[config.mk]
export PLATFORM = sky130hd
export DESIGN_NAME = mprj_pad_cfg_sequencer
export DESIGN_NICKNAME = d
export VERILOG_FILES = /design/src/rtl/pad_cfg_pkg.sv /design/src/rtl/pad_cfg_stagger_cnt.sv /design/src/rtl/mprj_pad_cfg_sequencer.sv
export SDC_FILE = /design/constraint.sdc
export NUM_CORES = 1
export LEC_CHECK = 0
export BUFFER_PORTS_ARGS = -buffer_cell sky130_fd_sc_hd__buf_2
export CAP_MARGIN = 20
export CORE_MARGIN = 2
export CORE_UTILIZATION = 50
export DETAILED_ROUTE_END_ITERATION = 10
export PLACE_DENSITY = 0.74
export SLEW_MARGIN = 5
export SYNTH_ARGS = -nofsm -noshare
export SYNTH_HDL_FRONTEND = slang
export SYNTH_SLANG_ARGS = --single-unit
[constraint.sdc]
create_clock -name clock -period 2 [get_ports clock]
set_input_delay 0 -clock clock [delete_from_list [all_inputs] [get_ports clock]]
set_output_delay 0 -clock clock [all_outputs]
set_load 0.05 [all_outputs]
[src/rtl/pad_cfg_pkg.sv]
// rtl/pad_cfg_pkg.sv - shared widths, pad word field offsets, reset value and FSM states
package pad_cfg_pkg;

  localparam int CFG_W = 13;

  localparam int DM_LSB          = 10;
  localparam int VTRIP_SEL_BIT   = 9;
  localparam int SLOW_SEL_BIT    = 8;
  localparam int ANALOG_POL_BIT  = 7;
  localparam int ANALOG_SEL_BIT  = 6;
  localparam int ANALOG_EN_BIT   = 5;
  localparam int IB_MODE_SEL_BIT = 4;
  localparam int INP_DIS_BIT     = 3;
  localparam int HOLDOVER_BIT    = 2;
  localparam int OEB_BIT         = 1;
  localparam int MGMT_EN_BIT     = 0;

  // dm=3'b001 (input buffer), oeb=1 (output disabled), everything else off
  localparam logic [CFG_W-1:0] RESET_CFG_DEFAULT = 13'h0402;

  typedef enum logic [2:0] {IDLE, LOAD, APPLY, WAIT, DONE} state_t;

  // Counter width for values 0..n-1, never narrower than one bit
  function automatic int cnt_w(input int n);
    return (n > 1) ? $clog2(n) : 1;
  endfunction

endpackage

[src/rtl/pad_cfg_stagger_cnt.sv]
// rtl/pad_cfg_stagger_cnt.sv - loadable, non-wrapping down-counter timing the gap between apply steps
module pad_cfg_stagger_cnt #(
  parameter int W = 1
) (
  input  logic         clock,
  input  logic         resetb,
  input  logic         load,
  input  logic         en,
  input  logic [W-1:0] load_val,
  output logic         zero
);

  logic [W-1:0] cnt;

  always_ff @(posedge clock or negedge resetb) begin
    if (!resetb) begin
      cnt <= '0;
    end else if (load) begin
      cnt <= load_val;
    end else if (en && (cnt != '0)) begin
      cnt <= cnt - 1'b1;
    end
  end

  assign zero = (cnt == '0);

endmodule

[src/rtl/mprj_pad_cfg_sequencer.sv]
// rtl/mprj_pad_cfg_sequencer.sv - shadow-load then group-staggered apply of user pad configuration
// Optional live readback port enabled by PAD_CFG_READBACK_EN.
module mprj_pad_cfg_sequencer
  import pad_cfg_pkg::*;
#(
  parameter int               NUM_PADS  = 38,
  parameter int               GROUP     = 4,
  parameter int               STAGGER   = 2,
  parameter logic [CFG_W-1:0] RESET_CFG = RESET_CFG_DEFAULT,
  localparam int NUM_GROUPS = (NUM_PADS + GROUP - 1) / GROUP,
  localparam int PAD_W      = cnt_w(NUM_PADS),
  localparam int GRP_W      = cnt_w(NUM_GROUPS),
  localparam int STG_W      = cnt_w(STAGGER)
) (
  input  logic                      clock,
  input  logic                      resetb,
  input  logic                      load_start,
  input  logic                      load_abort,
  input  logic                      cfg_valid,
  output logic                      cfg_ready,
  input  logic [CFG_W-1:0]          cfg_data,
  output logic [NUM_PADS*CFG_W-1:0] pad_cfg,
  output logic                      busy,
  output logic                      done
`ifdef PAD_CFG_READBACK_EN
  ,
  input  logic [PAD_W-1:0]          rb_addr,
  output logic [CFG_W-1:0]          rb_data
`endif
);

  state_t state, state_nx;

  logic [PAD_W-1:0] pad_idx;
  logic [GRP_W-1:0] grp_idx;
  logic [CFG_W-1:0] shadow [NUM_PADS];
  logic [CFG_W-1:0] live   [NUM_PADS];

  logic accept, last_pad, last_grp;
  logic stg_load, stg_en, stg_zero;

  // Abort outranks a same-cycle handshake, so the word is neither stored nor counted
  assign accept   = (state == LOAD) && cfg_valid && !load_abort;
  assign last_pad = (pad_idx == PAD_W'(NUM_PADS - 1));
  assign last_grp = (grp_idx == GRP_W'(NUM_GROUPS - 1));
  assign stg_en   = (state == WAIT);

  always_ff @(posedge clock or negedge resetb) begin
    if (!resetb) begin
      state <= IDLE;
    end else begin
      state <= state_nx;
    end
  end

  always_comb begin
    state_nx = state;
    stg_load = 1'b0;
    case (state)
      IDLE:  if (load_start) state_nx = LOAD;
      LOAD: begin
        if (load_abort)                state_nx = IDLE;
        else if (accept && last_pad)   state_nx = APPLY;
      end
      APPLY: begin
        if (last_grp) begin
          state_nx = DONE;
        end else if (STAGGER > 0) begin
          state_nx = WAIT;
          stg_load = 1'b1;
        end else begin
          state_nx = APPLY;
        end
      end
      WAIT:  if (stg_zero) state_nx = APPLY;
      DONE:  state_nx = IDLE;
      default: state_nx = IDLE;
    endcase
  end

  // Loaded with STAGGER-1 on the apply edge; WAIT then lasts exactly STAGGER cycles
  pad_cfg_stagger_cnt #(.W(STG_W)) u_stagger_cnt (
    .clock    (clock),
    .resetb   (resetb),
    .load     (stg_load),
    .en       (stg_en),
    .load_val (STG_W'(STAGGER - 1)),
    .zero     (stg_zero)
  );

  always_ff @(posedge clock or negedge resetb) begin
    if (!resetb) begin
      pad_idx <= '0;
      grp_idx <= '0;
    end else begin
      if (state != LOAD)   pad_idx <= '0;
      else if (accept)     pad_idx <= last_pad ? '0 : pad_idx + 1'b1;

      if (state == APPLY)  grp_idx <= last_grp ? '0 : grp_idx + 1'b1;
      else if (state == IDLE) grp_idx <= '0;
    end
  end

  always_ff @(posedge clock or negedge resetb) begin
    if (!resetb) begin
      for (int i = 0; i < NUM_PADS; i++) shadow[i] <= RESET_CFG;
    end else if (accept) begin
      shadow[pad_idx] <= cfg_data;
    end
  end

  always_ff @(posedge clock or negedge resetb) begin
    if (!resetb) begin
      for (int i = 0; i < NUM_PADS; i++) live[i] <= RESET_CFG;
    end else if (state == APPLY) begin
      for (int i = 0; i < NUM_PADS; i++) begin
        if (GRP_W'(i / GROUP) == grp_idx) live[i] <= shadow[i];
      end
    end
  end

  for (genvar g = 0; g < NUM_PADS; g++) begin : g_pad_out
    assign pad_cfg[CFG_W*g +: CFG_W] = live[g];
  end

  assign cfg_ready = (state == LOAD);
  assign busy      = (state == LOAD) || (state == APPLY) || (state == WAIT);
  assign done      = (state == DONE);

`ifdef PAD_CFG_READBACK_EN
  always_ff @(posedge clock or negedge resetb) begin
    if (!resetb) begin
      rb_data <= RESET_CFG;
    end else if (int'(rb_addr) < NUM_PADS) begin
      rb_data <= live[rb_addr];
    end else begin
      rb_data <= '0;
    end
  end
`endif

endmodule

**Word level (Yosys, flattened, before mapping)**

Index checks and enable logic that the tools add are counted.

- Logic and storage cells: 148
- Bits of input ports: 18
- Register bits after elaboration: 1,002
- Output and inout port bits: 497

- Equality and inequality tests: 19
- Add/sub/neg operators: 3
- Muxes and demuxes: 19
- $lt $le $gt $ge: 2
- Reduce and logical (&&, ||, !) cells: 24
- Bitwise logic cells: 1

Operators with widths:

| kind | count |
|---|---|
| $bwmux 494 | 1 |
| $demux 13 s6 | 1 |
| $reduce_and 2->1 | 10 |
| $mux 6 | 3 |
| $eq 3x4->1 const A | 4 |
| $mux 3 | 5 |
| $mux 13 | 1 |
| $mux 4 | 3 |
| $pmux 3 s4 | 1 |
| $eq 2x4->1 const A | 2 |
| $eq 4x4->1 const A | 2 |
| $ge 7x7->1 const B | 1 |
| $lt 7x1->1 const B | 1 |
| $not 6->7 | 1 |
| $add 6x1->6 const B | 1 |
| $eq 3x2->1 const B | 2 |
| $eq 6x6->1 const B | 1 |
| $reduce_bool 2->1 | 3 |
| $logic_and 1x1->1 | 5 |
| $add 4x1->4 const B | 1 |
| $eq 1x4->1 const A | 1 |
| $eq 4x4->1 const B | 1 |
| $logic_not 4->1 | 1 |
| $mux 1 | 4 |
| 10 further kinds | 12 |

**Depth between registers and ports, before layout**

Gate-level depths: netlist (run 1).

- Word-level depth: 7
- Depth in mapped cells: 7
- Gate-level depth less buffers: 5

**Cells and area by module**

A second synthesis (run 1) with hierarchy kept.

- Cells, all modules: 2,293
- Area total of the unflattened synthesis: 38,533.2 um2

Modules (own cells, without submodules):

| module | cells an instance | instances | area each (um2) | seq. area each (um2) |
|---|---|---|---|---|
| mprj_pad_cfg_sequencer | 2,289 | 1 | 38,488.2 | 25,239.2 |
| pad_cfg_stagger_cnt | 4 | 1 | 45.0 | 25.0 |

**Worst setup path before layout (run 1)**

Ideal clock, no wire load.

- Kind: reg2reg
- Start point: reg state[2]
- End point: reg shadow[405] (netlist name)
- Library setup time: 0.125 ns
- Stages on the path, launching flop included: 6
- Required time: 1.875 ns
- Clock period less this slack: 2.126 ns
- Slack: -0.126 ns
- Arrival: 2.002 ns
- Buffers on the path: 2
- Cells stage by stage: dfrtp_1 > buf_6 > or4b_4 > nor4_4 > buf_6 > mux2_2

- Cells in the longest elaborated chain, start to end: 3

RTL lines:

| element | RTL line | RTL |
|---|---|---|
| start: declaration | mprj_pad_cfg_sequencer.sv:32 | `state_t state, state_nx;` |
| start signal: assignment | mprj_pad_cfg_sequencer.sv:52 | `state <= state_nx;` |
| $eq 3x1->1 | mprj_pad_cfg_sequencer.sv:43 | `assign accept = (state == LOAD) && cfg_valid && !load_abort;` |
| $logic_and 1x1->1 (2 in series) | mprj_pad_cfg_sequencer.sv:43 |  |
| end signal: indexed assignment | mprj_pad_cfg_sequencer.sv:108 | `shadow[pad_idx] <= cfg_data;` |
| end: declaration | mprj_pad_cfg_sequencer.sv:36 | `logic [CFG_W-1:0] shadow [NUM_PADS];` |

No other way between the ends.
A chain may end at the register's enable or synchronous reset.

**Worst setup path in the final report (run 1)**

- Start point: reg state[1]
- End point: reg shadow[110] (netlist name)

The elaborated chain is that of the path after synthesis.

==> results.cfg, run 1 <==
[pwr]
power.internal_uw = 34500
ir_worst_vdd_v = 0.000864
power_uw = 46000
power_frac_seq = 0.459
p_clk_frac = 0.430
power_density_nw_per_um2 = 971
leakage_uw = 0.0253
switchingPower_uw = 11500
swShare = 0.249
pwr-share-comb = 0.112

[setup_path]
setup.worst_path.class = reg2reg
worstPathCellList = buf_6, nor4b_4, buf_4, buf_12, and3_4, clkbuf_16, mux2_2
critical-path-max-stage-delay_ns = 0.45
path_max_fanout = 7
crit_required_ns = 2.54
rrSetupSlack_ns = -0.04
critPathCaptureType = register
setup.worst_path.start_class = register
cpMaxStageDelayCell = dfrtp_2
r2r-start = state[1]$_DFFE_PN0P_
cp.arrival_ns = 2.57
setup.worst_path.start = state[1]$_DFFE_PN0P_

[floorplanning]
ioPinCount = 515
dieWidth_um = 280
core-area_sq_um = 75700
die_y_um = 280
start_util = 0.503
dieArea_sq_um = 78400
rows = 101

[grt]
groute.usage.overall = 0.255
antenna_found_initial = 3
grt_pass1_wl_um = 150000
grt_pass1_vias = 23500
grt_overflow = 0
grt_max_degree = 88

[synth]
synthArstFlopShare = 1.00
synth_compound_area_frac = 0.00463
synthAdderAreaFrac = 0.000657
ys_ff_latch = 1002
synth_top_area_frac = 0.558
ys_seq_area_frac = 0.663
synth_top_family_by_area = multiplexers
muxShareOfSynthArea = 0.292
synth-edff-count = 0
synth-simple-area-share = 0.0193
synth_top_cell_by_area = dfrtp_1
ys_types = 52
yosys_warnings = 0
yosys_most_used_dff = dfrtp_1
avgSynthCellArea_sq_um = 16.6
synth_area_leaders = dfrtp_1 (56%), mux2_2 (29%), dfstp_2 (10%)
synth_xor_area_frac = 0
synth_nets = 2309
syn_inst = 2289
syn_area_sq_um = 38100

[flow_run]
maxCapViolCount = 0

[drt]
avgRoutedWirePerCell_um = 25.6
drc = 0
wirelength_um = 102000
vias = 22100
drtIter0Drc = 1238
avgViaCountPerCell = 5.54
first_pass_iters = 5
drtAntennaViolNets = 0

[final_layout]
fin_cells = 3981
drive_gt1_frac = 0.670
area_growth_pct = 24.4
fin_area_sq_um = 47400
final_nets = 2934
fillers = 5393

[clocking]
root_buffer = clkbuf_16
numCtsBuffers = 100
cts_tree = done
path_clk_slew_ns = 0.06
cts.sinks = 1002
htree_num_levels = 3
worstSkewPairLatency_ns = 0.65
clockBufferDepth = 3

[sta]
fmaxAchievable_mhz = 491
rsz0062_at_grt = true
final-setup-viol-count = 12
worst_pin_slew_ns = 0.802
min_period_ns = 2.04
fin_worst_skew_ns = 0.0250
final_hold_viol_count = 0
relSlewSlack = 0.465
report.final.slew_viol_count = 0
post-route-period-util = 1.02
setup_ws_ns = -0.0387

[place]
dp_hpwl_um = 64800
dp_slack_ns = -0.0356
place_area_sq_um = 43100
io_buffers = 514
place.gp.congestion = 0.855
dp_cells = 3754

[hold_path]
min-delay-path-class = in2reg
min_from = cfg_data[0]

[outcome]
violations = negative setup slack
outcome = finished with violations
-- power by group through the flow --
stage                     logic, uW  clock network, uW  registers (uW)
after global placement         4530                  0           21400
after floorplan                2080                  0           22100
after detailed placement       4630                  0           21400
after CTS                      4880              20100           21100
final                          5130              19800           21100
after global routing           5420              21000           21100
-- routing by layer --
metal,up-vias,part of all wire,GRT usage
met2,601,0.50,0.431
met5,-,0.00023,0
met3,170,0.050,0.0502
met1,11900,0.41,0.330
li1,9367,-,-
met4,4,0.033,0.0908
-- synth_stat cells (all sizes together), types with 2 or more instances --
| cell type | n |
|---|---|
| or4 | 2 |
| clkbuf | 83 |
| nor2 | 4 |
| nor3b | 9 |
| buf | 77 |
| nor2b | 6 |
| a311o | 2 |
| nor3 | 4 |
| nand3 | 37 |
| inv | 6 |
| nand3b | 5 |
| dfrtp | 850 |
| and4b | 2 |
| o211ai | 2 |
| and4 | 2 |
| o21ai | 4 |
| dfstp | 152 |
| mux2 | 988 |
| and3b | 2 |
| and3 | 4 |
| nand2 | 10 |
| nor4bb | 3 |
| or2 | 2 |
| nor4b | 3 |
| a21oi | 11 |
| ha | 2 |
-- cell usage in the layout (no fill, tap or decap), types with 3 or more instances in the layout --
| cell | Yosys | final |
|---|---|---|
| clkbuf_1 | 83 | 22 |
| dfrtp_2 | 0 | 4 |
| inv_16 | 0 | 3 |
| mux2_4 | 0 | 50 |
| nand2_1 | 10 | 9 |
| nor2b_1 | 6 | 6 |
| clkinvlp_4 | 0 | 5 |
| inv_1 | 6 | 5 |
| dfrtp_1 | 850 | 846 |
| buf_6 | 5 | 11 |
| clkinv_2 | 0 | 21 |
| clkbuf_16 | 0 | 109 |
| a21oi_1 | 11 | 11 |
| buf_12 | 0 | 70 |
| buf_2 | 37 | 513 |
| buf_4 | 12 | 66 |
| mux2_2 | 987 | 938 |
| nor3b_2 | 1 | 3 |
| bufinv_16 | 0 | 13 |
| o21ai_0 | 4 | 4 |
| nor3b_1 | 6 | 4 |
| nor2_1 | 4 | 4 |
| nand3b_1 | 5 | 5 |
| nand3_2 | 2 | 3 |
| nand3_1 | 35 | 32 |
| dfstp_2 | 152 | 152 |
| dlygate4sd3_1 | 0 | 12 |
| clkbuf_8 | 0 | 20 |
-- sequential cells by signal, summed over array words and instances, names as in the netlist --
signal and flops:
shadow 494, pad_idx 6, grp_idx 4, pad_cfg 494
u_stagger_cnt.cnt 1, state 3
-- cell type report --
type                    count  area [sq um]  share of cell area
flip-flops and latches   1002         25300               0.533
multi-input cells        1121         12300               0.261
repair buffers            683          4980               0.105
clock buffers             143          2890              0.0609
well taps                 978          1220              0.0258
clock inverters            46           649              0.0137
inverters                   6          25.0            0.000528
diodes                      2          5.00            0.000106
-- path summary, 6_finish.rpt --
check	cells after the start	endpoint
worst max register to register	7	shadow[110]$_DFFE_PN0P_
worst min-delay path	2	shadow[481]$_DFFE_PN0P_
worst max-delay path	7	shadow[110]$_DFFE_PN0P_
max in group asynchronous	4	pad_cfg[1]$_DFFE_PN1P_
min in group asynchronous	3	shadow[420]$_DFFE_PN0P_
worst min register to register	1	pad_cfg[483]$_DFFE_PN0P_
-- worst max-delay path, delay by kind of cell, from the launching register on --
kind,cells,cell delay [ns]
mux,1,0.33
flops,1,0.45
buf+inv,4,0.64
simple gates,2,0.52
-- stage by stage --
stage	setup TNS, ns	utilization	hold WS [ns]
after global placement	-0.0383	0.570	-0.0261
after detailed placement	-1.07	0.570	-0.0143
after floorplan	-3.27	-	-0.296
after CTS	-0.0145	0.620	0.00842
final	-0.192	0.626	0.0422
after global routing	-5.20	0.626	0.0281
-- repair_timing --
item	4_1_cts	5_1_grt
cloned	2	10
buffers inserted	2	9
resized for setup	15	40
hold buffers	13	0
endpoints found under the hold margin	938	0
endpoints found under the setup margin	103	214
pin swaps	3	4
-- kinds of logic after synthesis --
logic type / after synthesis
simple gates: 103
flops: 1002
fa+ha+maj: 2
mux: 989
compound gates: 27
buf+inv: 166
Power figures use the tool's default switching activity.
==> run 2, diff against run 1 <==
==> constraint.sdc (replaced) <==
create_clock -name clock -period 2 [get_ports clock]
set_input_delay 0 -clock clock [delete_from_list [all_inputs] [get_ports clock]]
set_output_delay 0 -clock clock [all_outputs]
set_load 0.1 [all_outputs]
==> results.cfg, run 2 (synthesis results as in run 1) <==
[drt]
first_pass_iters = 5
drtIter0Drc = 1161
wirelength_um = 101000
drtAntennaViolNets = 0
vias = 21900
avgRoutedWirePerCell_um = 25.4
avgViaCountPerCell = 5.49
drc = 0

[hold_path]
min-delay-path-class = in2async

[final_layout]
utilization = 0.624
area_growth_pct = 24.1
drive_gt1_frac = 0.667
final_common_cell = mux2_2
fillers = 5397
final_nets = 2947
final_cell_mix = mux2_2 (953), dfrtp_1 (849), buf_2 (510)

[setup_path]
setup.worst_path.class = reg2reg
path_max_fanout = 13
setup.worst_path.start = state[0]$_DFFE_PN0P_
rrSetupSlack_ns = -0.05
crit_required_ns = 2.54
cp.arrival_ns = 2.59
setup.worst_path.start_class = register
r2r-start = state[0]$_DFFE_PN0P_
critPathCaptureType = register

[clocking]
numCtsBuffers = 102
path_clk_slew_ns = 0.07
cts_tree = done
cts.sinks = 1002
root_buffer = clkbuf_16
htree_num_levels = 3
clockBufferDepth = 3
worstSkewPairLatency_ns = 0.66

[sta]
fin_worst_skew_ns = 0.0351
setup_ws_ns = -0.0466
fmaxAchievable_mhz = 489
report.final.slew_viol_count = 0
min_period_ns = 2.05
fin_tns_setup_ns = -0.472
rsz0062_at_grt = true
final_hold_viol_count = 0
post-route-period-util = 1.02
worst_pin_slew_ns = 0.828
final-setup-viol-count = 23
relSlewSlack = 0.448

[floorplanning]
rows = 101
core-area_sq_um = 75700
ioPinCount = 515
die_y_um = 280
start_util = 0.503
dieArea_sq_um = 78400
dieWidth_um = 280

[grt]
grt_pass1_wl_um = 150000
grt_pass1_vias = 23500
grt_overflow = 0
grt_max_degree = 71
groute.usage.overall = 0.255
antenna_found_initial = 7

[outcome]
violations = negative setup slack
outcome = finished with violations

[pwr]
leakage_uw = 0.0252
power_density_nw_per_um2 = 982
ir_worst_vdd_v = 0.00109

[place]
dp_hpwl_um = 64300
place.gp.congestion = 0.803
io_buffers = 514

[flow_run]
maxCapViolCount = 0
run 2: cell types whose count changed in the layout (fill, tap and decap cells not counted), sizes merged:
cell	before	now
inv	11	9
bufinv	13	6
dlygate4sd3	12	17
clkinv	23	26
clkbuf	151	158
buf	663	672
run 2: power breakdown:
part / total (uW) / internal [uW] / switching, uW
Sequential: 21100 / 20800 / 298
Clock: 19100 / 11100 / 8050
Combinational: 6220 / 2040 / 4170
run 2: worst paths after layout:
kind | to | depth (start not counted)
hold reg to reg | pad_cfg[47]$_DFFE_PN0P_ | 1
setup / recovery | shadow[414]$_DFFE_PN0P_ | 5
max in group asynchronous | shadow[300]$_DFFE_PN1P_ | 3
hold / removal | pad_cfg[202]$_DFFE_PN0P_ | 2
setup reg to reg | shadow[414]$_DFFE_PN0P_ | 5
min in group clock | shadow[88]$_DFFE_PN1P_ | 2
run 2: cell type report:
| cell class | instances | area, sq um | area share |
|---|---|---|---|
| multi-input combinational | 1121 | 12300 | 0.260 |
| antenna | 2 | 5.00 | 0.000106 |
| sequential | 1002 | 25300 | 0.535 |
| clock buffer | 153 | 2950 | 0.0623 |
| tap | 978 | 1220 | 0.0259 |
| inverter | 6 | 28.8 | 0.000609 |
| timing repair buffer | 694 | 5000 | 0.106 |
| clock inverter | 40 | 484 | 0.0102 |
run 2: layer usage:
metal	wire, um	track usage	vias to the layer above
li1	-	-	9394
met1	41400	0.324	11700
met2	50000	0.423	605
met3	6320	0.0666	198
met4	3580	0.0937	4
met5	24	0	-
run 2: worst max-delay path: stages (launching register included):
cell and delay (ns):
dfrtp_1 0.40, buf_6 0.13, or4b_4 0.56, nor4_4 0.30, buf_12 0.18, mux2_2 0.35
run 2: repair_timing:
action	CTS	global route
resized for setup	10	29
hold endpoints to repair	1020	0
pin swaps	2	6
setup buffers	4	10
hold buffers	17	0
setup endpoints to repair	110	498
cloned	1	6
run 2: stage by stage:
stage / cell area [sq um] / worst slack, ns / total power (uW) / hold slack (ns) / cells
6_report: 47300 / -0.0466 / 46400 / 0.0187 / 3996
2_1_floorplan: 38200 / -0.123 / 25100 / -0.296 / 2289
5_1_grt: 47200 / -0.0824 / 48000 / 0.0436 / 3995
4_1_cts: 46900 / -0.0594 / 46500 / 0.00281 / 3978
3_3_place_gp: 43200 / -0.0887 / 27000 / 0.0856 / 3763
3_5_place_dp: 43200 / -0.127 / 27100 / 0.112 / 3763
==> run 3, diff against run 2 <==
SKIP_LAST_GASP = 1   (was not set)
==> results.cfg, run 3 (synthesis results as in run 1) <==
[setup_path]
setup.worst_path.start_class = register
path_max_fanout = 13
critPathCaptureType = register
reg2reg_to = shadow[414]$_DFFE_PN0P_
worstPathCellList = buf_4, or4b_4, nor4_4, buf_12, mux2_2
rr_worst_depth = 5
crit_buf_inv = 2
cpMaxStageDelayCell = or4b_4
crit_required_ns = 2.54
r2r-start = state[1]$_DFFE_PN0P_
cp_top_family = simple AND/OR/NAND/NOR gates
setup.worst_path.class = reg2reg
setup.worst_path.start = state[1]$_DFFE_PN0P_
cp.arrival_ns = 2.62
rrSetupSlack_ns = -0.08
critical-path-max-stage-delay_ns = 0.58

[pwr]
switchingPower_uw = 12500
pwr-share-comb = 0.134
leakage_uw = 0.0252
swShare = 0.269
power.internal_uw = 33900
power_uw = 46400
p_clk_frac = 0.412
power_density_nw_per_um2 = 982
ir_worst_vdd_v = 0.00109
power_frac_seq = 0.455

[place]
place_area_sq_um = 43200
dp_hpwl_um = 64300
dp_slack_ns = -0.127
place.gp.congestion = 0.803
io_buffers = 514

[hold_path]
min-delay-path-class = in2async

[final_layout]
final_common_cell = mux2_2
final_cell_mix = mux2_2 (954), dfrtp_1 (850), buf_2 (510)
fin_area_sq_um = 47200
area_growth_pct = 24.0
final_nets = 2947
fillers = 5401
utilization = 0.624
drive_gt1_frac = 0.667

[drt]
avgRoutedWirePerCell_um = 25.3
drc = 0
avgViaCountPerCell = 5.50
wirelength_um = 101000
first_pass_iters = 5
drtIter0Drc = 1116
drtAntennaViolNets = 0
vias = 22000

[sta]
fin_worst_skew_ns = 0.0379
fmaxAchievable_mhz = 481
rsz0062_at_grt = true
relSlewSlack = 0.447
post-route-period-util = 1.04
min_period_ns = 2.08
worst_pin_slew_ns = 0.829
setup_ws_ns = -0.0789
final-setup-viol-count = 40
final_hold_viol_count = 0
report.final.slew_viol_count = 0

[floorplanning]
dieArea_sq_um = 78400
dieWidth_um = 280
die_y_um = 280
start_util = 0.503
core-area_sq_um = 75700
rows = 101
ioPinCount = 515

[grt]
grt_pass1_vias = 23500
grt_max_degree = 71
groute.usage.overall = 0.255
grt_overflow = 0
antenna_found_initial = 7
grt_pass1_wl_um = 150000

[clocking]
clockBufferDepth = 3
cts_tree = done
htree_num_levels = 3
cts.sinks = 1002
path_clk_slew_ns = 0.06
worstSkewPairLatency_ns = 0.66
numCtsBuffers = 102
root_buffer = clkbuf_16

[outcome]
outcome = finished with violations
violations = negative setup slack

[flow_run]
maxCapViolCount = 0
==> run 3: repair_timing <==
action	in CTS	in global routing
gates resized for setup	9	24
pin swaps	2	5
hold buffers	17	0
gates cloned	1	6
setup endpoints to repair	110	498
endpoints found under the hold margin	1020	0
buffers inserted	4	10
==> run 3: power groups by stage <==
stage | combinational [uW] | sequential [uW] | clock (uW)
after global placement | 5570 | 21400 | 0
final | 6190 | 21100 | 19100
after CTS | 5920 | 21100 | 19500
after floorplan | 2150 | 22900 | 0
after global routing | 6490 | 21100 | 20300
after detailed placement | 5680 | 21400 | 0
==> run 3: cell type report <==
cell class | count | area [sq um] | area share
Clock buffer | 153 | 2950 | 0.0624
Clock inverter | 40 | 484 | 0.0103
Inverter | 6 | 26.3 | 0.000556
Sequential cell | 1002 | 25300 | 0.535
Multi-Input combinational cell | 1121 | 12300 | 0.260
Tap cell | 978 | 1220 | 0.0259
Antenna cell | 3 | 7.51 | 0.000159
Timing Repair Buffer | 694 | 4990 | 0.106
==> run 3: how the worst max path moves through the flow <==
| stage | to | slack (ns) | depth (start not counted) |
|---|---|---|---|
| after CTS | cfg_ready | -0.06 | 5 |
| after global placement | shadow[43]$_DFFE_PN0P_ | -0.09 | 6 |
| final | shadow[414]$_DFFE_PN0P_ | -0.08 | 5 |
| after floorplan | shadow[405]$_DFFE_PN0P_ | -0.12 | 5 |
| after detailed placement | shadow[30]$_DFFE_PN0P_ | -0.13 | 6 |
| after global routing | shadow[414]$_DFFE_PN0P_ | -0.13 | 5 |
==> run 3: metal layers <==
layer,GRT usage,vias to the layer above,wire [um]
met4,0.0937,4,3420
met2,0.422,627,50100
li1,-,9400,-
met3,0.0661,189,6530
met1,0.324,11800,41100
met5,0,-,24
==> run 3: worst reg2reg max path, cell delays in order (launching register included) <==
cell,delay [ns]
dfrtp_1,0.40
buf_4,0.14
or4b_4,0.58
nor4_4,0.31
buf_12,0.18
mux2_2,0.35
==> run 3: stage by stage <==
stage | hold WS (ns) | setup TNS (ns) | instances
3_3_place_gp | 0.0856 | -5.35 | 3763
2_1_floorplan | -0.296 | -3.33 | 2289
3_5_place_dp | 0.112 | -7.08 | 3763
4_1_cts | 0.00281 | -1.57 | 3978
5_1_grt | 0.0436 | -4.29 | 3996
6_report | 0.0127 | -1.29 | 3997
